`config.mk`:
```
export PLATFORM = sky130hd
export DESIGN_NAME = cache_fe_arbiter
export DESIGN_NICKNAME = d
export VERILOG_FILES = /design/src/rtl/cache_fe_arbiter_pkg.sv /design/src/rtl/cache_arb_pick.sv /design/src/rtl/cache_fe_arbiter.sv
export SDC_FILE = /design/constraint.sdc
export NUM_CORES = 1
export LEC_CHECK = 0
export CORE_AREA = 2 2 108 110
export CTS_CLUSTER_DIAMETER = 60
export DETAILED_ROUTE_END_ITERATION = 10
export DIE_AREA = 0 0 110 112
export PLACE_DENSITY = 0.77
export SLEW_MARGIN = 20
export SYNTH_ARGS = -nofsm -noshare
export SYNTH_HDL_FRONTEND = slang
export SYNTH_SLANG_ARGS = --single-unit
```
`constraint.sdc`:
```
create_clock -name i_clk -period 2.4 [get_ports i_clk]
set_input_delay 0.48 -clock i_clk [delete_from_list [all_inputs] [get_ports i_clk]]
set_output_delay 0.48 -clock i_clk [all_outputs]
set_load 0.1 [all_outputs]
```
`src/rtl/cache_fe_arbiter_pkg.sv`:
```
// cache_fe_arbiter_pkg: FSM encoding and modular index helper shared by the arbiter and its picker.
// The CACHE_ARB_FIXED_PRIO_EN build option is left undefined by default (round-robin).
package cache_fe_arbiter_pkg;

    typedef enum logic {
        ARB_IDLE = 1'b0,
        ARB_BUSY = 1'b1
    } arb_state_t;

    function automatic int arb_wrap_add(input int a, input int b, input int n);
        int s;
        s = a + b;
        return (s >= n) ? s - n : s;
    endfunction

endpackage

```
`src/rtl/cache_arb_pick.sv`:
```
// cache_arb_pick: combinational winner search over the request vector starting at a base index,
// wrapping modulo N for non-power-of-2 counts.
module cache_arb_pick
    import cache_fe_arbiter_pkg::*;
#(
    parameter int N = 2,
    localparam int M_W = $clog2(N)
) (
    input  logic [N-1:0]   i_req,
    input  logic [M_W-1:0] i_base,
    output logic [M_W-1:0] o_idx,
    output logic           o_any
);

    // Scan from the far end so the last match written is the first one after the base.
    always_comb begin
        o_idx = '0;
        for (int k = N - 1; k >= 0; k--) begin
            if (i_req[arb_wrap_add(int'(i_base), k, N)]) o_idx = M_W'(arb_wrap_add(int'(i_base), k, N));
        end
    end

    assign o_any = |i_req;

endmodule

```
`src/rtl/cache_fe_arbiter.sv`:
```
// cache_fe_arbiter: shares one cache front-end port between N_MASTERS requesters.
// Round-robin by default; define CACHE_ARB_FIXED_PRIO_EN for fixed lowest-index-wins priority.
module cache_fe_arbiter
    import cache_fe_arbiter_pkg::*;
#(
    parameter int N_MASTERS = 2,
    parameter int FE_ADDR_W = 32,
    parameter int FE_DATA_W = 32,
    localparam int FE_NBYTES = FE_DATA_W / 8,
    localparam int M_W = $clog2(N_MASTERS)
) (
    input  logic                           i_clk,
    input  logic                           i_reset,
    input  logic [N_MASTERS-1:0]           i_m_valid,
    input  logic [N_MASTERS*FE_ADDR_W-1:0] i_m_addr,
    input  logic [N_MASTERS*FE_DATA_W-1:0] i_m_wdata,
    input  logic [N_MASTERS*FE_NBYTES-1:0] i_m_wstrb,
    output logic [N_MASTERS-1:0]           o_m_ready,
    output logic [FE_DATA_W-1:0]           o_m_rdata,
    output logic                           o_valid,
    output logic [FE_ADDR_W-1:0]           o_addr,
    output logic [FE_DATA_W-1:0]           o_wdata,
    output logic [FE_NBYTES-1:0]           o_wstrb,
    input  logic                           i_ready,
    input  logic [FE_DATA_W-1:0]           i_rdata,
    output logic [M_W-1:0]                 o_grant
);

    arb_state_t r_state, w_state_nxt;
    logic [M_W-1:0] r_grant, w_base, w_win;
    logic [FE_ADDR_W-1:0] r_addr;
    logic [FE_DATA_W-1:0] r_wdata;
    logic [FE_NBYTES-1:0] r_wstrb;
    logic w_any, w_load, w_done;

`ifdef CACHE_ARB_FIXED_PRIO_EN
    assign w_base = '0;
`else
    logic [M_W-1:0] r_ptr;
    assign w_base = r_ptr;
    always_ff @(posedge i_clk) begin
        if (!i_reset) r_ptr <= '0;
        else if (w_done) r_ptr <= M_W'(arb_wrap_add(int'(r_grant), 1, N_MASTERS));
    end
`endif

    cache_arb_pick #(.N(N_MASTERS)) u_pick (
        .i_req  (i_m_valid),
        .i_base (w_base),
        .o_idx  (w_win),
        .o_any  (w_any)
    );

    always_comb begin
        w_load      = (r_state == ARB_IDLE) && w_any;
        w_done      = (r_state == ARB_BUSY) && i_ready;
        w_state_nxt = w_load ? ARB_BUSY : w_done ? ARB_IDLE : r_state;
    end

    always_ff @(posedge i_clk) begin
        if (!i_reset) r_state <= ARB_IDLE;
        else r_state <= w_state_nxt;
    end

    // The request is frozen at grant; later changes on the master bus are ignored.
    always_ff @(posedge i_clk) begin
        if (!i_reset) begin
            r_addr  <= '0;
            r_wdata <= '0;
            r_wstrb <= '0;
            r_grant <= '0;
        end else if (w_load) begin
            r_addr  <= i_m_addr[int'(w_win)*FE_ADDR_W +: FE_ADDR_W];
            r_wdata <= i_m_wdata[int'(w_win)*FE_DATA_W +: FE_DATA_W];
            r_wstrb <= i_m_wstrb[int'(w_win)*FE_NBYTES +: FE_NBYTES];
            r_grant <= w_win;
        end
    end

    assign o_m_ready = (w_done && i_reset) ? N_MASTERS'(1) << r_grant : '0;
    assign o_m_rdata = i_rdata;
    assign o_valid   = (r_state == ARB_BUSY);
    assign o_addr    = r_addr;
    assign o_wdata   = r_wdata;
    assign o_wstrb   = r_wstrb;
    assign o_grant   = r_grant;

endmodule

```
==> impl_results.md, run 1 <==
- Number of DRC markers in iteration 0: 278
- Post-DRT Antenna Nets: 0
- Cells after synthesis: 442
- Vias in the first global route: 3885
- Via Count: 3875
- Hold WS: 0.527 ns
- Worst Path Required: 1.92 ns
- Commonest cells in the netlist: 71 x dfxtp_1, 70 x o21ai_0, 69 x nand3_1
- YS warnings: 0
- CP endpoint kind: output port
- FF+latch count, synth: 71
- Largest net degree at the start of global routing: 77
- Final Skew: 0.00865 ns
- CTS tree: built
- Io pins: 277
- Core Footprint: 11200 µm²
- Die ar.: 12300 µm²
- Global-route wire length before repair: 18600 µm
- Fillers: 1075
- Most used DFF post-synth: dfxtp_1
- Final Hold Vio Count: 0
- Clock-pin slew on the worst setup and hold paths: 0.05 ns
- Cell Rows: 39
- RePlAce Congestion: 0.775
- Post-DR vias/cell: 5.24
- Post-synth top area cell: dfxtp_1
- Clk root buf: clkbuf_16
- Final-report setup violation count: 0
- Final period util: 80.8%
- Clk buf depth: 2
- PostCTS Resize Cnt: 0
- Critical Path Source Type: primary input
- RSZ-0062 raised after global routing: false
- Layout area overhead: 59.6%
- Worst path cell trace: clkdlybuf4s50_1, nand3_1, nor2_2, buf_12
- Proportion of synthesized flip-flops having asynchronous set or reset: 0%
- Post-layout nets: 764
- CTS Sinks: 71
- Flop2flop setup slack: 0.96 ns
- Register-to-Register Path Depth: 4
- Yosys cell types: 21
- Sequential fraction of the synthesis area: 40.7%
- RR Startpoint: r_ptr
- Max transition margin: 54.2%
- Max Clk Rate: 516 MHz
- Maximum vdd drop: 322 µV
- Hold_buf cts: 0
- Port Buffers: 212
- Sum Neg Setup Slack: 0 ns
- Crit path max fanout: 2
- Fraction of layout cells with a size suffix above 1: 17.8%
- Slew Viols, Final: 0
- Hold path depth: 2
- Clock latency on the worst-skew pair: 0.32 ns
- H-tree Lvls: 3
- Gr usage total: 19.0%
- Die width: 110 µm
- P per Cell Area: 826 nW/µm²
- Worst slew pin tran: 0.687 ns
- Synth Cell Area: 3490 µm²
- Hold Startpoint: o_wdata[19]
- Initial antenna violation count: 1
- Initial core utilization: 31.3%
- WP buf/inv: 2
- CP arrival: 1.46 ns
- CP Class: primary input to output port
- DRC viols: 0
- EDFF count, synth: 0
- LEAKAGE: 2.12 nW
- CP max stage delay: 0.48 ns
- Min Tclk post-route: 1.94 ns
- Syn nets: 615
- Cell with the most instances after synthesis: dfxtp_1
- TritonCTS buffer count: 9
- Top cell type's share of synthesized area: 40.7%
- Average wire per cell in the routed design: 16.5 µm
- WL final: 12200 µm
- Dpl hpwl: 8560 µm
- Status: completed
- Syn_area_per_cell: 7.90 µm²
- Hold-critical path endpoint: o_wdata[19]
- CP delay by family, top: buffers and inverters
- Max-cap violations: 0
- Gr ovfl total: 0
- Die Height: 112 µm
- Slowest stage cell, crit path: clkdlybuf4s50_1
- Main area contributors after synthesis: dfxtp_1 41%, a31oi_1 12%, o21ai_0 10%
- Total iterations of the first detailed-routing run: 4
- Post-CTS Setup Repair Bufs: 0
- Ant diodes: 0
- Reg2reg end: o_addr[11]
- Type of the worst min-delay path: flop to flop
## layout make-up
type | count | area, µm² | area share, %
inverter | 2 | 7.51 | 0.135
multi-input combinational | 284 | 1540 | 27.7
clock inverter | 5 | 104 | 1.86
tap | 143 | 179 | 3.21
timing repair buffer | 223 | 2080 | 37.3
clock buffer | 11 | 243 | 4.35
sequential | 71 | 1420 | 25.5
## cell usage in the layout (no fill, tap or decap)
cell / instances
a31oi_1: 68
and2_1: 1
and2b_4: 1
buf_12: 5
buf_2: 2
buf_4: 78
bufinv_16: 3
clkbuf_1: 1
clkbuf_16: 9
clkbuf_8: 1
clkdlybuf4s50_1: 138
clkinv_2: 1
dfxtp_1: 71
inv_1: 1
inv_2: 1
inv_6: 1
mux2i_1: 1
nand2_1: 1
nand2b_2: 1
nand3_1: 69
nor2_2: 2
nor2b_1: 1
o21ai_0: 70
o21ai_1: 66
o21ba_4: 1
o311a_1: 1
o32ai_1: 1
## power by group
part / internal [W] / leakage (nW) / switching [W]
Combinational: 0.000483 / 1.36 / 0.00121
Sequential: 0.00130 / 0.590 / 0.0000675
Clock: 0.00105 / 0.170 / 0.000503
## worst max path at each step
stage,start,slack (ns),cells past startpoint,to
global route,i_ready,0.42,4,o_m_ready[0]
floorplan,o_valid,-0.19,2,o_m_ready[0]
finish,i_ready,0.46,4,o_m_ready[1]
CTS,i_ready,0.46,4,o_m_ready[1]
detailed placement,i_m_valid[0],0.30,5,o_addr[11]
global placement,i_m_valid[0],0.38,5,o_addr[27]
## routing by layer
metal	share of wire, %	up-vias	GRT usage, %
met5	0.11	-	0
met4	2.6	2	8.27
met3	7.5	37	5.39
met2	50	150	33.3
met1	40	1782	21.0
li1	-	1904	-
## worst register-to-register path, stage by stage, from the launching register on
cell,delay [ns]
dfxtp_1,0.32
and2b_4,0.36
buf_4,0.33
o21ai_0,0.17
a31oi_1,0.19
## cell families (layout without fill, tap and decap cells)
family          Yosys count  in the layout  synth area share (%)
simple gates             76             76                  11.0
flops                    71             71                  40.7
mux                       1              1                 0.287
buf+inv                  87            241                  15.3
compound gates          207            207                  32.7
## state kept, by name (all words and copies together) (netlist names)
signal and flops:
o_addr 32, o_grant 1, o_valid 1, r_ptr 1
o_wdata 32, o_wstrb 4
## stage by stage
stage / util, % / total power, W / instance area (µm²) / std cells / worst slack, ns
finish: 49.9 / 0.00460 / 5580 / 739 / 0.462
global route: 49.9 / 0.00478 / 5580 / 739 / 0.419
CTS: 49.9 / 0.00465 / 5580 / 739 / 0.464
detailed placement: 46.8 / 0.00308 / 5230 / 723 / 0.301
global placement: 46.8 / 0.00307 / 5230 / 723 / 0.382
floorplan: - / 0.00283 / 3500 / 442 / -0.193
Power figures use the tool's default switching activity.
==> run 2: changes to the inputs <==
--- a/config.mk
+++ b/config.mk
@@ -5,11 +5,11 @@
 export SDC_FILE = /design/constraint.sdc
 export NUM_CORES = 1
 export LEC_CHECK = 0
-export CORE_AREA = 2 2 108 110
+export CORE_AREA = 2 2 106 108
 export CTS_CLUSTER_DIAMETER = 60
 export DETAILED_ROUTE_END_ITERATION = 10
-export DIE_AREA = 0 0 110 112
-export PLACE_DENSITY = 0.77
+export DIE_AREA = 0 0 108 110
+export PLACE_DENSITY = 0.8
 export SLEW_MARGIN = 20
 export SYNTH_ARGS = -nofsm -noshare
 export SYNTH_HDL_FRONTEND = slang
==> constraint.sdc (replaced) <==
create_clock -name i_clk -period 2 [get_ports i_clk]
set_input_delay 0.4 -clock i_clk [delete_from_list [all_inputs] [get_ports i_clk]]
set_output_delay 0.4 -clock i_clk [all_outputs]
set_load 0.1 [all_outputs]
==> impl_results.md, run 2 (synthesis results as in run 1) <==
- Layout area overhead: 56.7%
- Via Count: 3976
- Flop2flop setup slack: 0.67 ns
- CTS Sinks: 71
- TritonCTS buffer count: 9
- WL final: 12300 µm
- H-tree Lvls: 3
- CTS tree: built
- Min Tclk post-route: 1.85 ns
- Largest net degree at the start of global routing: 72
- Critical Path Source Type: primary input
- PostCTS Resize Cnt: 0
- Post-Place Worst Slack: 0.0446 ns
- Die width: 108 µm
- Dpl hpwl: 8620 µm
- Post-layout nets: 764
- Average wire per cell in the routed design: 16.7 µm
- Type of the worst min-delay path: flop to flop
- Final-report setup violation count: 0
- DRC viols: 0
- Commonest non-fill, non-tap cells in the layout: 138 x clkdlybuf4s50_1, 76 x buf_4, 70 x o21ai_0
- Post-DR vias/cell: 5.41
- CP arrival: 1.45 ns
- Die Height: 110 µm
- Crit path max fanout: 2
- Vias in the first global route: 3739
- Final Skew: 0.00816 ns
- Core Footprint: 10700 µm²
- Post-Layout Cell Count: 735
- Placed cell count: 720
- Ant diodes: 0
- Port Buffers: 212
- CP Class: primary input to output port
- Die ar.: 11900 µm²
- RSZ-0062 raised after global routing: false
- Worst Path Required: 1.60 ns
- Design Power: 0.00492 W
- LEAKAGE: 2.07 nW
- Io pins: 277
- Switching pwr: 0.00208 W
- Worst slew pin tran: 0.712 ns
- Max transition margin: 52.5%
- CP endpoint kind: output port
- RePlAce Congestion: 0.763
- Clock latency on the worst-skew pair: 0.35 ns
- Power share of the clock group: 25.2%
- Clock-pin slew on the worst setup and hold paths: 0.07 ns
- Cell Rows: 38
- Logic pwr share: 41.5%
- Global-route wire length before repair: 18200 µm
- Initial core utilization: 32.7%
- Gr ovfl total: 0
- Max Clk Rate: 541 MHz
- Final Hold Vio Count: 0
- Gr usage total: 19.3%
- Number of DRC markers in iteration 0: 407
- Int Power: 0.00284 W
- Total iterations of the first detailed-routing run: 4
- Maximum vdd drop: 420 µV
- Initial antenna violation count: 0
- Clk buf depth: 2
- Post-CTS Setup Repair Bufs: 0
- Clk root buf: clkbuf_8
- Post-DRT Antenna Nets: 0
- Fraction of layout cells with a size suffix above 1: 18.2%
- P per Cell Area: 899 nW/µm²
- Hold_buf cts: 0
- Max-cap violations: 0
- Sum Neg Setup Slack: 0 ns
- Most common cell after layout, fill and taps aside: clkdlybuf4s50_1
- Sw frac: 42.3%
- Slew Viols, Final: 0
- Status: completed
- Final period util: 92.4%
- Part of the power in registers: 33.3%
- Fin worst setup slack: 0.153 ns
run 2: cell count changes in the layout (fill, tap and decap cells not counted), moves of 2 or more:
| cell | change |
|---|---|
| buf_12 | +2 |
| buf_4 | -2 |
| clkbuf_16 | -9 |
| clkbuf_8 | +8 |
| dfxtp_1 | -2 |
| dfxtp_2 | +2 |
| nor2_2 | -2 |
| nor2_4 | +2 |
run 2: final cells by class:
| type | count | area, µm² |
|---|---|---|
| repair buffers | 223 | 2100 |
| flip-flops and latches | 71 | 1420 |
| well taps | 140 | 175 |
| inverters | 2 | 7.51 |
| fillers | 987 | 5230 |
| multi-input cells | 284 | 1550 |
| clock inverters | 6 | 86.3 |
| clock buffers | 9 | 124 |
run 2: path summary, 6_finish.rpt:
check | start | endpoint | cells after the start
hold / removal | o_addr[18] | o_addr[18] | 2
setup / recovery | i_ready | o_m_ready[1] | 4
setup reg to reg | o_valid | o_wdata[11] | 4
hold reg to reg | o_addr[18] | o_addr[18] | 2
run 2: power by group through the flow:
stage	clock network [W]	logic, W	registers (W)
after floorplan	0	0.000724	0.00268
after global placement	0	0.00202	0.00167
after detailed placement	0	0.00204	0.00167
after CTS	0.00127	0.00205	0.00164
after global routing	0.00133	0.00213	0.00166
final	0.00124	0.00204	0.00164
run 2: critical path, cell delays in order:
cell and delay (ns):
clkdlybuf4s50_1 0.49, nand3_1 0.19, nor2_4 0.17, buf_12 0.19
run 2: layer usage:
metal	global-route usage, %	vias up	part of all wire (%)
met1	21.4	1844	38
met5	0	-	0
met3	4.23	31	9.1
li1	-	1898	-
met2	34.5	203	50
met4	10.3	0	2.6
run 2: through the flow:
stage | hold slack [ns] | utilization (%) | cell area, µm²
6_report | 0.525 | 51.2 | 5470
5_1_grt | 0.544 | 51.2 | 5470
4_1_cts | 0.525 | 51.2 | 5470
3_3_place_gp | 0.508 | 49.2 | 5260
2_1_floorplan | 0.491 | - | 3510
3_5_place_dp | 0.511 | 49.2 | 5260
==> run 3: changes to the inputs <==
--- a/config.mk
+++ b/config.mk
@@ -5,11 +5,12 @@
 export SDC_FILE = /design/constraint.sdc
 export NUM_CORES = 1
 export LEC_CHECK = 0
-export CORE_AREA = 2 2 106 108
+export CORE_MARGIN = 1.5
+export CORE_UTILIZATION = 30
 export CTS_CLUSTER_DIAMETER = 60
 export DETAILED_ROUTE_END_ITERATION = 10
-export DIE_AREA = 0 0 108 110
-export PLACE_DENSITY = 0.8
+export GPL_ROUTABILITY_DRIVEN = 0
+export PLACE_DENSITY = 0.77
 export SLEW_MARGIN = 20
 export SYNTH_ARGS = -nofsm -noshare
 export SYNTH_HDL_FRONTEND = slang
==> constraint.sdc (replaced) <==
create_clock -name i_clk -period 1.62 [get_ports i_clk]
set_input_delay 0.324 -clock i_clk [delete_from_list [all_inputs] [get_ports i_clk]]
set_output_delay 0.324 -clock i_clk [all_outputs]
set_load 0.1 [all_outputs]
==> impl_results.md, run 3 (synthesis results as in run 1) <==
- Status: completed
- CP max stage delay: 0.40 ns
- Total iterations of the first detailed-routing run: 7
- Via Count: 4061
- Hold path depth: 3
- Dpl hpwl: 8910 µm
- Final Skew: 0.00659 ns
- WP buf/inv: 1
- GR peak layer: met2
- CP Capture Point: o_m_ready[0]
- RSZ-0062 raised after global routing: false
- Final period util: 92.1%
- Cell count along the critical path: 3
- CP delay by family, top: flip-flops
- Finished Cell Area: 6470 µm²
- DP Area: 6190 µm²
- Port Buffers: 212
- Post-DR vias/cell: 5.50
- Vias in the first global route: 4037
- Worst slew pin tran: 0.444 ns
- Slew Viols, Final: 0
- Largest net degree at the start of global routing: 72
- Max Clk Rate: 670 MHz
- Placed cell count: 725
- Commonest non-fill, non-tap cells in the layout: 137 x clkdlybuf4s50_1, 79 x buf_12, 70 x o21ai_0
- Io pins: 277
- Type of the worst min-delay path: primary input to flop
- Met3 usage: 4.21%
- Reg2reg end: o_wstrb[0]
- CTS Sinks: 71
- CP startpoint: o_valid
- Crit path max fanout: 6
- Max transition margin: 70.4%
- Die ar.: 12300 µm²
- Max-cap violations: 0
- CP endpoint kind: output port
- Gr usage total: 20.4%
- CTS tree: built
- Clock latency on the worst-skew pair: 0.33 ns
- Slowest stage cell, crit path: dfxtp_4
- Most common cell after layout, fill and taps aside: clkdlybuf4s50_1
- Layout area overhead: 85.1%
- M1 GR Usage: 23.5%
- Register area: 1430 µm²
- RR Startpoint: o_valid
- P per Cell Area: 1070 nW/µm²
- Clk buf depth: 2
- Met2 usage: 35.4%
- Final-report setup violation count: 0
- Ant diodes: 0
- Critical Path Source Type: flop
- Cell Rows: 39
- Register-to-Register Path Depth: 4
- Global-route wire length before repair: 20300 µm
- DRC viols: 0
- Min Tclk post-route: 1.49 ns
- Average wire per cell in the routed design: 17.2 µm
- CP Class: flop to output port
- Post-Layout Cell Count: 739
- CP arrival: 1.17 ns
- Gr ovfl total: 0
- Worst Path Required: 1.30 ns
- Hold Startpoint: i_m_valid[1]
- Flop2flop setup slack: 0.33 ns
- Initial core utilization: 30.7%
- Clk root buf: clkbuf_16
- Die width: 111 µm
- Fraction of layout cells with a size suffix above 1: 18.1%
- H-tree Lvls: 3
- Initial antenna violation count: 0
- Final Hold Vio Count: 0
- Core Footprint: 11400 µm²
- TritonCTS buffer count: 9
- Maximum vdd drop: 615 µV
- Post-layout nets: 766
- Fillers: 942
- Multi-input logic area: 1570 µm²
- Number of DRC markers in iteration 0: 393
- Worst path cell trace: nand3_4, nor2_4, buf_12
- Post-DRT Antenna Nets: 0
- WL final: 12700 µm
- Die Height: 111 µm
- Clock-pin slew on the worst setup and hold paths: 0.06 ns
- LEAKAGE: 2.37 nW
-- run 3: cell count changes in the layout (fill, tap and decap cells not counted), moves of 2 or more --
cell | before | now
bufinv_16 | 2 | 0
clkbuf_8 | 9 | 2
buf_4 | 76 | 6
buf_12 | 7 | 79
clkbuf_16 | 0 | 9
clkbuf_1 | 0 | 2
dfxtp_2 | 2 | 0
dfxtp_4 | 0 | 2
-- run 3: per-layer routing --
layer | routed length, µm | share of wire (%) | vias to the layer above
li1 | - | - | 1908
met1 | 5090 | 40 | 1898
met2 | 6280 | 50 | 216
met3 | 905 | 7.1 | 39
met4 | 406 | 3.2 | 0
met5 | 0 | 0 | -
-- run 3: final cells by class --
cell class | instances | area share [%]
clock buffer | 13 | 4.02
clock inverter | 1 | 0.0774
inverter | 2 | 0.116
multi-input combinational | 284 | 24.2
sequential | 71 | 22.1
tap | 143 | 2.77
timing repair buffer | 225 | 46.7
-- run 3: worst reg2reg max path, delay by kind of cell (launching register included) --
family                 cells  cell delay (ns)
AOI/OAI and AO/OA          3             0.58
buffers and inverters      1             0.26
DFF                        1             0.37
-- run 3: repair_timing --
item	in CTS	in global routing
hold buffers	0	0
pin swaps	2	2
resized for setup	0	2
endpoints found under the setup margin	2	2
buffers inserted	0	0
-- run 3: worst min path at each step --
stage / end
after floorplan: o_valid
after global placement: r_ptr
after detailed placement: o_addr[15]
after CTS: o_addr[16]
after global routing: o_addr[16]
final: o_addr[16]
-- run 3: per-stage QoR --
stage | TNS (ns) | setup WS [ns] | utilization, % | total power (W) | hold WS [ns]
final | 0 | 0.127 | 56.9 | 0.00690 | 0.344
after global routing | 0 | 0.0797 | 56.9 | 0.00714 | 0.366
after CTS | 0 | 0.0121 | 56.8 | 0.00695 | 0.334
after detailed placement | -4.83 | -0.135 | 54.5 | 0.00513 | 0.543
after global placement | -1.93 | -0.122 | 54.5 | 0.00509 | 0.514
after floorplan | 0 | 0.0178 | - | 0.00420 | 0.487
-- run 3: power breakdown --
part | internal (W) | switching [W] | total, W
combinational | 0.00117 | 0.00181 | 0.00297
sequential | 0.00193 | 0.000193 | 0.00212
clock | 0.00110 | 0.000702 | 0.00180
